`config.mk`:
```
export PLATFORM = sky130hd
export DESIGN_NAME = demux_1n_reg
export DESIGN_NICKNAME = d
export VERILOG_FILES = /design/src/rtl/demux_1n_reg.sv
export SDC_FILE = /design/constraint.sdc
export NUM_CORES = 1
export LEC_CHECK = 0
export CAP_MARGIN = 40
export CORE_MARGIN = 2
export CORE_UTILIZATION = 46
export CTS_CLUSTER_DIAMETER = 200
export CTS_CLUSTER_SIZE = 8
export DETAILED_ROUTE_END_ITERATION = 16
export PLACE_DENSITY_LB_ADDON = 0.08
export SKIP_LAST_GASP = 1
export SLEW_MARGIN = 20
export SYNTH_ARGS = -nofsm -noshare
export SYNTH_HDL_FRONTEND = slang
export SYNTH_SLANG_ARGS = --single-unit
```
`constraint.sdc`:
```
create_clock -name clk -period 2.2 [get_ports clk]
set_input_delay 0.44 -clock clk [delete_from_list [all_inputs] [get_ports clk]]
set_output_delay 0.44 -clock clk [all_outputs]
set_load 0.005 [all_outputs]
```
`src/rtl/demux_1n_reg.sv`:
```
// Registered 1-to-N demultiplexer: a single-entry buffer steers each word to one of N_CH consumers.
// Optional macro DEMUX_SEL_CHK_EN drops out-of-range selects and raises a sticky err_sel.
module demux_1n_reg #(
  parameter int N_CH = 4,
  parameter int DW   = 8,
  parameter int MODE = 0,
  localparam int SEL_W = (N_CH < 2) ? 1 : $clog2(N_CH)
) (
  input  logic             clk,
  input  logic             rst_n,
  input  logic             in_valid,
  output logic             in_ready,
  input  logic [SEL_W-1:0] in_sel,
  input  logic [DW-1:0]    in_data,
  output logic [N_CH-1:0]  out_valid,
  input  logic [N_CH-1:0]  out_ready,
  output logic [DW-1:0]    out_data,
  output logic             err_sel
);

  typedef enum logic {EMPTY = 1'b0, FULL = 1'b1} state_t;

  localparam logic [SEL_W:0]   N_CH_L  = (SEL_W + 1)'(N_CH);
  localparam logic [SEL_W-1:0] LAST_CH = SEL_W'(N_CH - 1);

  state_t            state_p1;
  logic [N_CH-1:0]   vld_p1;
  logic [DW-1:0]     data_p1;
  logic [SEL_W-1:0]  rr_ptr;
  logic [SEL_W-1:0]  dest_sel;
  logic [N_CH-1:0]   dest_oh;
  logic              held_rdy;
  logic              accept;
  logic              keep;

  // Out-of-range selects land on the highest channel.
  function automatic logic [SEL_W-1:0] sat_sel(input logic [SEL_W-1:0] sel);
    if ({1'b0, sel} >= N_CH_L) return LAST_CH;
    return sel;
  endfunction

  function automatic logic [SEL_W-1:0] wrap_inc(input logic [SEL_W-1:0] p);
    if (p == LAST_CH) return '0;
    return p + SEL_W'(1);
  endfunction

  // vld_p1 is one-hot on the held channel, so masking out_ready with it ignores the others.
  assign held_rdy = |(out_ready & vld_p1);
  assign in_ready = rst_n && ((state_p1 == EMPTY) || held_rdy);
  assign accept   = in_valid && in_ready;
  assign dest_sel = (MODE == 1) ? rr_ptr : sat_sel(in_sel);

  always_comb begin
    dest_oh = '0;
    for (int i = 0; i < N_CH; i++) begin
      dest_oh[i] = (dest_sel == SEL_W'(i));
    end
  end

`ifdef DEMUX_SEL_CHK_EN
  logic sel_oob;
  logic err_p1;

  assign sel_oob = (MODE == 0) && ({1'b0, in_sel} >= N_CH_L);
  assign keep    = accept && !sel_oob;
  assign err_sel = err_p1;

  always_ff @(posedge clk) begin
    if (!rst_n) begin
      err_p1 <= 1'b0;
    end else if (accept && sel_oob) begin
      err_p1 <= 1'b1;
    end
  end
`else
  assign keep    = accept;
  assign err_sel = 1'b0;
`endif

  // Stage p1: buffer register feeding the output ports
  always_ff @(posedge clk) begin
    if (!rst_n) begin
      state_p1 <= EMPTY;
      vld_p1   <= '0;
      data_p1  <= '0;
      rr_ptr   <= '0;
    end else begin
      if (keep) begin
        state_p1 <= FULL;
        vld_p1   <= dest_oh;
        data_p1  <= in_data;
      end else if (held_rdy) begin
        state_p1 <= EMPTY;
        vld_p1   <= '0;
      end
      if (accept && (MODE == 1)) begin
        rr_ptr <= wrap_inc(rr_ptr);
      end
    end
  end

  assign out_valid = vld_p1;
  assign out_data  = data_p1;

endmodule

```
# == After elaboration in Yosys (flattened, before gate mapping) ==
# Index checks and enable logic that the tools add are counted.
# W data, S select, Z words.
# classes
add_sub_neg,0
multipliers,0
n_div,0
n_lt_le_gt_ge,0
eq_ne,3
shifts,0
mux,4
bitwise,2
n_reduce_logical,6
# op_table
operator,count
$mux W4,2
$and A4 B4 Y4,1
$eq A2 B2 Y1 const B,2
$reduce_or A4 Y1,1
$eq A2 B1 Y1 const B,1
$logic_and A1 B1 Y1,2
$logic_not A2 Y1,1
$mux W1,2
$reduce_bool A2 Y1,1
$logic_or A1 B1 Y1,1
$not A1 Y1,1
# word_totals
regBits,13
latch_bits,0
mem_bits_rw,0
mem_bits_ro,0
input_bits,17
out_inout_bits,14
elab_cells,18
mem_count,0

# == Longest topological paths before layout ==
# Gate-level depths: netlist (run 1).
# logic_depth
depth_word,6
depth_mapped,5
ltp_nobuf,3

# == Least setup slack after synthesis (run 1) ==
# Ideal clock, no wire load.
# synth_timing
path_type,input -> output
start,input out_ready[0]
end,output in_ready
arrival_ns,1.031
setup_slack_ns,0.729
stages,3
cell_sequence,a22oi_4 nand3_4 and2_1
# synth_via
elab_chain_len,4
# synth_lines
item,line,source
start: declaration,16,"input logic [N_CH-1:0] out_ready,"
$and A4 B4 Y4,48,assign held_rdy = |(out_ready & vld_p1);
$reduce_or A4 Y1,48,
$logic_or A1 B1 Y1,49,assign in_ready = rst_n && ((state_p1 == EMPTY) || held_rdy);
$logic_and A1 B1 Y1,49,
end: declaration,12,"output logic in_ready,"
# Every way passes these cells.

# == Final worst setup path (run 1) ==
# Same ends and word-level chain as after synthesis.

==> impl_metrics.env, run 1 <==
export IMPL_status="complete, no violations"
export IMPL_maxCapViolCount=0
export IMPL_hp_class="flop to flop"
export IMPL_antenna_found_initial=0
export IMPL_hold_start="out_data[4]"
export IMPL_worst_setup_path_type="primary input to output port"
export IMPL_hold_violations=0
export IMPL_ff_latch_area_um2=260.3
export IMPL_setup_ws_ps=153.2
export IMPL_syn_cell_area_um2=830.8
export IMPL_dr_pass1_iters=4
export IMPL_cts_path_max_buffers=2
export IMPL_numCtsBuffers=3
export IMPL_fin_crit_sh=0.9304
export IMPL_coreArea_um2=1708
export IMPL_synth_compound_gate_area_share=0.2967
export IMPL_first_iter_violations=20
export IMPL_clk_pin_slew_ps=80
export IMPL_routed_wl_mm=2.176
export IMPL_grt_max_degree=39
export IMPL_fin_crit_ps=2047
export IMPL_ff2ff_path_depth=4
export IMPL_power_density_nw_per_um2=496.4
export IMPL_place_congestion=0.8065
export IMPL_final_nets=138
export IMPL_syn_nets=106
export IMPL_setup_viol=0
export IMPL_ant_nets=0
export IMPL_postCtsHoldBufs=0
export IMPL_cts_tree="done"
export IMPL_cp_end_kind="output port"
export IMPL_cp_top_family="buffers and inverters"
export IMPL_grt_pass1_vias=751
export IMPL_fmax_ghz=0.4886
export IMPL_drv_slew=0
export IMPL_muxShareOfSynthArea=0
export IMPL_via_per_inst=6.041
export IMPL_rsz0062_at_grt="no"
export IMPL_crit_arrival_ps=1610
export IMPL_rows=15
export IMPL_whs_endpoint="out_data[4]"
export IMPL_root_buffer="clkbuf_4"
export IMPL_synth_cell_types=23
export IMPL_start_kind="primary input"
export IMPL_num_vias=876
export IMPL_cts_sinks=13
export IMPL_min_path_cells=2
export IMPL_crit_chain="dlygate4sd2_1, a22oi_4, nand3_4, and2_1, clkdlybuf4s50_1"
export IMPL_ys_seq_elements=13
export IMPL_synth_xor_area_share=0
export IMPL_yosys_area_share_simple=0.3193
export IMPL_dieWidth_um=46.50
export IMPL_drive_gt1_frac=0.1250
export IMPL_syn_to_final_growth_pct=40.51
export IMPL_clk_latency_ps=280
export IMPL_diodes=0
export IMPL_routedWlPerCell_um=15.01
export IMPL_start_util=0.4864
export IMPL_synth_top_family_by_area="simple AND/OR/NAND/NOR gates"
export IMPL_synth_fa_ha_area_frac=0
export IMPL_critPathMaxFanout=2
export IMPL_fin_total_pwr_uw=579.5
export IMPL_pre_cts_slack_ps=-99.42
export IMPL_rr_endpoint="out_valid[3]"
export IMPL_r2r_start="out_valid[0]"
export IMPL_fillCellCount=145
export IMPL_syn_area_per_cell_um2=9.335
export IMPL_peakVddDrop_mv=0.3990
export IMPL_grt_overflow=0
export IMPL_worstPathRequired_ps=1760
export IMPL_rrSetupSlack_ps=950
export IMPL_die_area_um2=2162
export IMPL_tns_ps=0
export IMPL_synth_warnings=0
export IMPL_track_usage=0.2337
export IMPL_die_h_um=46.50
export IMPL_p_leak_nw=0.5063
export IMPL_dpl_hpwl_mm=1.543
export IMPL_crit_slowest_cell="clkdlybuf4s50_1"
export IMPL_ioPinCount=31
export IMPL_fin_worst_skew_ps=3.690
export IMPL_yosysSeqAreaShare=0.3133
export IMPL_syn_inst=89
export IMPL_grt_pass1_wl_mm=3.484
export IMPL_timing_critical_path_buf_inv=2
export IMPL_cts_htree_levels=1
export IMPL_io_buffers=29
export IMPL_drc_errors=0
export IMPL_slowest_delay_ps=430
export IMPL_multi_input_area_um2=515.5
[placed cells by master (no fill, tap or decap), drive strengths merged]
cell type	synthesis	routed
a31oi	8	8
inv	1	1
clkdlybuf4s50	0	25
nand3	17	17
dlygate4sd2	0	4
a32o	4	4
clkbuf	0	4
dfxtp	13	13
conb	1	1
buf	8	6
a21boi	1	1
nor3b	2	2
o211a	1	1
and4b	8	8
nand2	2	2
nor2	1	1
o2111ai	8	8
and2	1	1
nor3	1	1
and3	8	8
a22oi	2	2
a22o	2	2
[layout make-up]
cell class	instances	share of cell area
inverters	1	0.003215
multi-input cells	67	0.4416
repair buffers	35	0.2830
well taps	25	0.02680
clock buffers	4	0.02251
flip-flops and latches	13	0.2229
[registers in the layout, indices dropped and copies added (netlist names)]
name       count
out_data       8
out_valid      4
state_p1       1
[cell usage after synthesis]
master | count | share of area
a21boi_0 | 1 | 0.0090
nor2_1 | 1 | 0.0045
buf_2 | 5 | 0.030
buf_6 | 1 | 0.014
dfxtp_1 | 13 | 0.31
nor3_1 | 1 | 0.0060
and3_1 | 8 | 0.060
buf_4 | 2 | 0.018
a22oi_4 | 2 | 0.051
o211a_4 | 1 | 0.021
a31oi_1 | 8 | 0.060
nand3_1 | 16 | 0.096
o2111ai_1 | 8 | 0.084
a32o_1 | 4 | 0.048
a22o_1 | 1 | 0.011
conb_1 | 1 | 0.0045
nand2_1 | 2 | 0.0090
nand3_4 | 1 | 0.021
a22o_2 | 1 | 0.012
nor3b_1 | 2 | 0.018
and4b_1 | 8 | 0.096
and2_1 | 1 | 0.0075
inv_2 | 1 | 0.0045
[metal layers]
layer  GRT usage  routed length, µm
met4      0.1143                 61
met3     0.07451                117
met2      0.3528               1032
met5           0                  0
met1      0.2976                964
[repair_timing]
action,in CTS,in global routing
setup buffers,0,0
gates resized for setup,4,0
hold endpoints to repair,0,0
setup endpoints to repair,1,0
[cell families (layout without fill, tap and decap cells)]
logic type,Yosys count,count (layout)
simple gates,40,40
compound gates,26,26
buf+inv,9,40
flops,13,13
other cells,1,1
[per-stage QoR]
| stage | instances | hold WS (ps) | util | area [µm²] |
|---|---|---|---|---|
| after floorplan | 89 | 496.8 | - | 830.8 |
| after global placement | 141 | 486.2 | 0.6711 | 1146 |
| after detailed placement | 141 | 496.0 | 0.6711 | 1146 |
| after CTS | 145 | 521.4 | 0.6835 | 1167 |
| after global routing | 145 | 544.4 | 0.6835 | 1167 |
| final | 145 | 516.3 | 0.6835 | 1167 |
[worst min-delay path, cell delays in order, from the launching register on]
cell and delay, ps:
dfxtp_1 340, a31oi_1 80, nand3_1 70
[worst max-delay path by stage]
stage	from	endpoint	slack, ps	cells past startpoint
floorplan	out_ready[0]	in_ready	730	3
global placement	out_ready[0]	in_ready	-50	5
detailed placement	out_ready[0]	in_ready	-100	5
CTS	out_ready[0]	in_ready	140	5
global route	out_ready[0]	in_ready	100	5
finish	out_ready[0]	in_ready	150	5
[report_power, final]
| part | internal [mW] | total [mW] | switching, mW | leakage, nW |
|---|---|---|---|---|
| logic | 0.0911 | 0.160 | 0.0686 | 0.384 |
| clock network | 0.0704 | 0.151 | 0.0803 | 0.0150 |
| registers | 0.254 | 0.269 | 0.0154 | 0.107 |
(Power assumes the default switching activity.)
==> inputs of run 2 (changes only) <==
--- a/config.mk
+++ b/config.mk
@@ -7,7 +7,7 @@
 export LEC_CHECK = 0
 export CAP_MARGIN = 40
 export CORE_MARGIN = 2
-export CORE_UTILIZATION = 46
+export CORE_UTILIZATION = 43
 export CTS_CLUSTER_DIAMETER = 200
 export CTS_CLUSTER_SIZE = 8
 export DETAILED_ROUTE_END_ITERATION = 16
==> constraint.sdc (replaced) <==
create_clock -name clk -period 1.89 [get_ports clk]
set_input_delay 0.378 -clock clk [delete_from_list [all_inputs] [get_ports clk]]
set_output_delay 0.378 -clock clk [all_outputs]
set_load 0.005 [all_outputs]
==> impl_metrics.env, run 2 (same netlist as run 1, synthesis figures left out) <==
export IMPL_status="complete, no violations"
export IMPL_drc_errors=0
export IMPL_root_buffer="clkbuf_4"
export IMPL_ant_nets=0
export IMPL_first_iter_violations=14
export IMPL_track_usage=0.2171
export IMPL_syn_to_final_growth_pct=43.67
export IMPL_crit_slowest_cell="dfxtp_4"
export IMPL_dr_pass1_iters=4
export IMPL_place_congestion=0.7878
export IMPL_clk_latency_ps=280
export IMPL_num_vias=864
export IMPL_largest_reg_flops=8
export IMPL_slowest_delay_ps=360
export IMPL_diodes=0
export IMPL_cts_htree_levels=1
export IMPL_worstPathRequired_ps=1510
export IMPL_routed_wl_mm=2.220
export IMPL_clk_pin_slew_ps=80
export IMPL_rows=15
export IMPL_drv_slew=0
export IMPL_pre_cts_slack_ps=-250.4
export IMPL_grt_pass1_vias=782
export IMPL_ioPinCount=31
export IMPL_io_buffers=29
export IMPL_dp_cells=143
export IMPL_grt_overflow=0
export IMPL_utilization=0.6766
export IMPL_die_area_um2=2300
export IMPL_critPathMaxFanout=2
export IMPL_grt_max_degree=39
export IMPL_cp_top_family="flip-flops"
export IMPL_setup_viol=0
export IMPL_hold_ws_ps=519.7
export IMPL_crit_arrival_ps=1350
export IMPL_fin_worst_skew_ps=6.384
export IMPL_p_leak_nw=0.5248
export IMPL_final_nets=141
export IMPL_fillCellCount=154
export IMPL_layoutNonFillerInstCount=148
export IMPL_peakVddDrop_mv=0.4923
export IMPL_maxCapViolCount=0
export IMPL_die_h_um=47.96
export IMPL_dieWidth_um=47.96
export IMPL_cts_tree="done"
export IMPL_coreArea_um2=1764
export IMPL_crit_chain="a22oi_4, nand3_4, and2_1, dlygate4sd2_1"
export IMPL_final_cell_mix="clkdlybuf4s50_1, nand3_1, dfxtp_1"
export IMPL_via_per_inst=5.838
export IMPL_timing_critical_path_buf_inv=1
export IMPL_fmax_ghz=0.5790
export IMPL_worst_setup_path_type="flop to output port"
export IMPL_power_density_nw_per_um2=565.5
export IMPL_cts_path_max_buffers=2
export IMPL_layout_commonest_cell="clkdlybuf4s50_1"
export IMPL_antenna_found_initial=0
export IMPL_numCtsBuffers=3
export IMPL_start_kind="flop"
export IMPL_routedWlPerCell_um=15.00
export IMPL_cts_sinks=13
export IMPL_setup_ws_ps=163.0
export IMPL_cp_end_kind="output port"
export IMPL_fin_crit_sh=0.9138
export IMPL_hp_class="flop to flop"
export IMPL_grt_pass1_wl_mm=3.463
export IMPL_fin_total_pwr_uw=675.1
export IMPL_rsz0062_at_grt="no"
export IMPL_drive_gt1_frac=0.1626
export IMPL_dpl_hpwl_mm=1.527
export IMPL_fin_crit_ps=1727
export IMPL_hold_violations=0
export IMPL_start_util=0.4709
run 2: power by group:
| group | internal, mW | switching (mW) | leakage [nW] |
|---|---|---|---|
| logic | 0.108 | 0.0799 | 0.402 |
| clock network | 0.0819 | 0.0909 | 0.0150 |
| registers | 0.295 | 0.0190 | 0.108 |
run 2: final timing paths:
check	startpoint	endpoint	slack, ps	depth (start not counted)
min	out_data[3]	out_data[3]	520	2
max reg2reg	out_valid[3]	out_valid[1]	650	4
max	out_valid[2]	in_ready	160	4
min reg2reg	out_data[3]	out_data[3]	520	2
run 2: what timing repair did:
item                                    CTS  global route
hold buffers                              0             0
endpoints found under the setup margin    1             0
gates resized for setup                   8             0
buffers inserted                          1             0
run 2: metal layers:
| layer | part of all wire | GRT usage | wire, µm | vias up |
|---|---|---|---|---|
| met4 | 0.0045 | 0.03243 | 10 | 0 |
| met3 | 0.046 | 0.06792 | 103 | 2 |
| met1 | 0.45 | 0.2754 | 998 | 407 |
| met2 | 0.50 | 0.3680 | 1107 | 19 |
| li1 | - | - | - | 436 |
| met5 | 0 | 0 | 0 | - |
run 2: metrics by stage:
stage | area [µm²] | TNS (ps)
3_5_place_dp | 1161 | -250.4
4_1_cts | 1194 | 0
2_1_floorplan | 830.8 | 0
3_3_place_gp | 1161 | -234.0
6_report | 1194 | 0
5_1_grt | 1194 | 0
run 2: cell type report:
| cell class | count | area [µm²] | area share |
|---|---|---|---|
| clock buffer | 4 | 26.28 | 0.02201 |
| inverter | 1 | 3.754 | 0.003145 |
| multi-input combinational | 67 | 515.5 | 0.4319 |
| sequential | 13 | 265.3 | 0.2222 |
| tap | 25 | 31.28 | 0.02621 |
| timing repair buffer | 38 | 351.6 | 0.2946 |
run 2: worst reg2reg max path, delay by kind of cell (launching register included):
| family | cells | cell delay (ps) |
|---|---|---|
| AOI/OAI and AO/OA | 3 | 510 |
| DFF | 1 | 440 |
| buffers and inverters | 1 | 190 |
==> RTL edit, RTL diff (settings of run 2) <==
The parameter `MODE` goes from 0 to 1.
--- a/src/rtl/demux_1n_reg.sv
+++ b/src/rtl/demux_1n_reg.sv
@@ -4,5 +4,5 @@
   parameter int N_CH = 4,
   parameter int DW   = 8,
-  parameter int MODE = 0,
+  parameter int MODE = 1,
   localparam int SEL_W = (N_CH < 2) ? 1 : $clog2(N_CH)
 ) (
Behaviour: not the same (Yosys sat finds a counterexample within 4 cycles, from zero or initial values and one cycle with rst_n low).
==> RTL edit against run 2 <==
Worst setup slack worse by 0.062 ns; maximum frequency down 3.5%; design area fell by 14%; sequential cell count is 2 higher; area after synthesis down 23%; wire length shrank 41%; power increased by 2.8%; largest power group unchanged.
==> RTL edit: results (changes against run 2) <==
| Metric | Value |
|---|---|
| P_leak | 0.000416 uW (was 0.000525 uW) |
| Post-CTS Setup Inserts | 0 (was 1) |
| Post-synthesis net count | 74 (was 106) |
| Iteration-0 DRC Markers | 3 (was 14) |
| Initial antenna violation count | 0 (unchanged) |
| Top cells by area, synth | dfxtp_1 47%, a22o_1 16%, ha_1 7.8%, a22o_2 4.7%, a2111oi_4 4.3% (was dfxtp_1 31%, and4b_1 9.6%, nand3_1 9.6%, o2111ai_1 8.4%, a31oi_1 6.0%) |
| Yosys cell types | 14 (was 23) |
| Tot GR Track Use | 0.160 (was 0.217) |
| Sequential area share after synthesis | 0.469 (was 0.313) |
| Grt met1 use | 0.195 (was 0.275) |
| Fillers | 112 (was 154) |
| Share of cells above drive strength 1 | 0.211 (was 0.163) |
| Peak supply drop | 0.000534 V (was 0.000492 V) |
| Clk network pwr share | 0.248 (was 0.256) |
| Met3 track demand over resource | 0.0647 (was 0.0679) |
| Pre-CTS setup slack | -0.154 ns (was -0.250 ns) |
| Nets@finish | 112 (was 141) |
| CP top delay family | buffers and inverters (was flip-flops) |
| Worst Hold Path Cells | 1 (was 2) |
| Placed Instance Area | 987 sq um (was 1160 sq um) |
| Crit Path Max Fanout | 2 (unchanged) |
| WP data arrival | 1.41 ns (was 1.35 ns) |
| Status | finished, final reports clean (unchanged) |
| Commonest cells post-synth | 15 x dfxtp_1, 12 x a22o_1, 4 x ha_1, 4 x inv_1 (was 16 x nand3_1, 13 x dfxtp_1) |
| Vias in the first global route | 552 (was 782) |
| Fin Clk Skew | 0.00450 ns (was 0.00638 ns) |
| Largest net degree at the start of global routing | 15 (was 39) |
| Drt pass-1 iters | 2 (was 4) |
| GPL Wtd Cong | 0.773 (was 0.788) |
| WL per Instance | 12.4 um (was 15.0 um) |
| Placed Cells | 101 (was 143) |
| HPWL Detailed | 999 um (was 1.53 mm) |
| Slowest Stage Delay on Critical Path | 0.44 ns (was 0.36 ns) |
| Syn Inst Count | 53 (was 89) |
| Post-synth top area share | 0.469 (was 0.313) |
| Combinational power | 163 uW (was 188 uW) |
| R2R depth | 5 (was 4) |
| Pwr Total | 694 uW (was 675 uW) |
| Internal power | 527 uW (was 485 uW) |
| Via-to-Cell Ratio | 5.12 (was 5.84) |
==> RTL edit: stage by stage <==
stage	utilization	TNS [ns]	hold slack (ns)
global placement	0.731	-0.142	0.468
finish	0.757	0	0.481
detailed placement	0.731	-0.159	0.465
global route	0.757	0	0.512
floorplan	-	0	0.475
CTS	0.750	0	0.488
==> RTL edit: final cells by class <==
| type | instances | share of cell area |
|---|---|---|
| clock buffers | 4 | 0.0257 |
| inverters | 4 | 0.0147 |
| multi-input cells | 32 | 0.313 |
| well taps | 15 | 0.0184 |
| repair buffers | 35 | 0.334 |
| flip-flops and latches | 15 | 0.294 |
==> RTL edit: cell families after synthesis <==
group           Yosys count  synth area share
compound gates           23             0.377
fa+ha+maj                 4            0.0781
simple gates              4            0.0234
buf+inv                   6            0.0469
other cells               1           0.00585
flops                    15             0.469
==> RTL edit: metal layers <==
| metal | share of wire | up-vias |
|---|---|---|
| li1 | - | 276 |
| met1 | 0.46 | 233 |
| met2 | 0.43 | 29 |
| met3 | 0.11 | 0 |
| met4 | 0 | 0 |
| met5 | 0 | - |
==> RTL edit: final timing paths <==
check	from	end	slack, ns
worst max-delay path	out_ready[0]	in_ready	0.10
worst max register to register	out_valid[0]	out_valid[2]	0.56
worst min-delay path	out_data[7]	out_data[7]	0.48
worst min register to register	out_data[7]	out_data[7]	0.48
==> RTL edit: timing repair <==
item	in CTS	in global routing
setup endpoints to repair	1	1
hold buffers	0	0
gates resized for setup	1	2
==> RTL edit: worst register-to-register path: stages (launching register included) <==
cell and delay, ns:
dfxtp_1 0.35, a22oi_2 0.20, buf_4 0.14, a31oi_1 0.08, buf_4 0.19, a22o_2 0.26
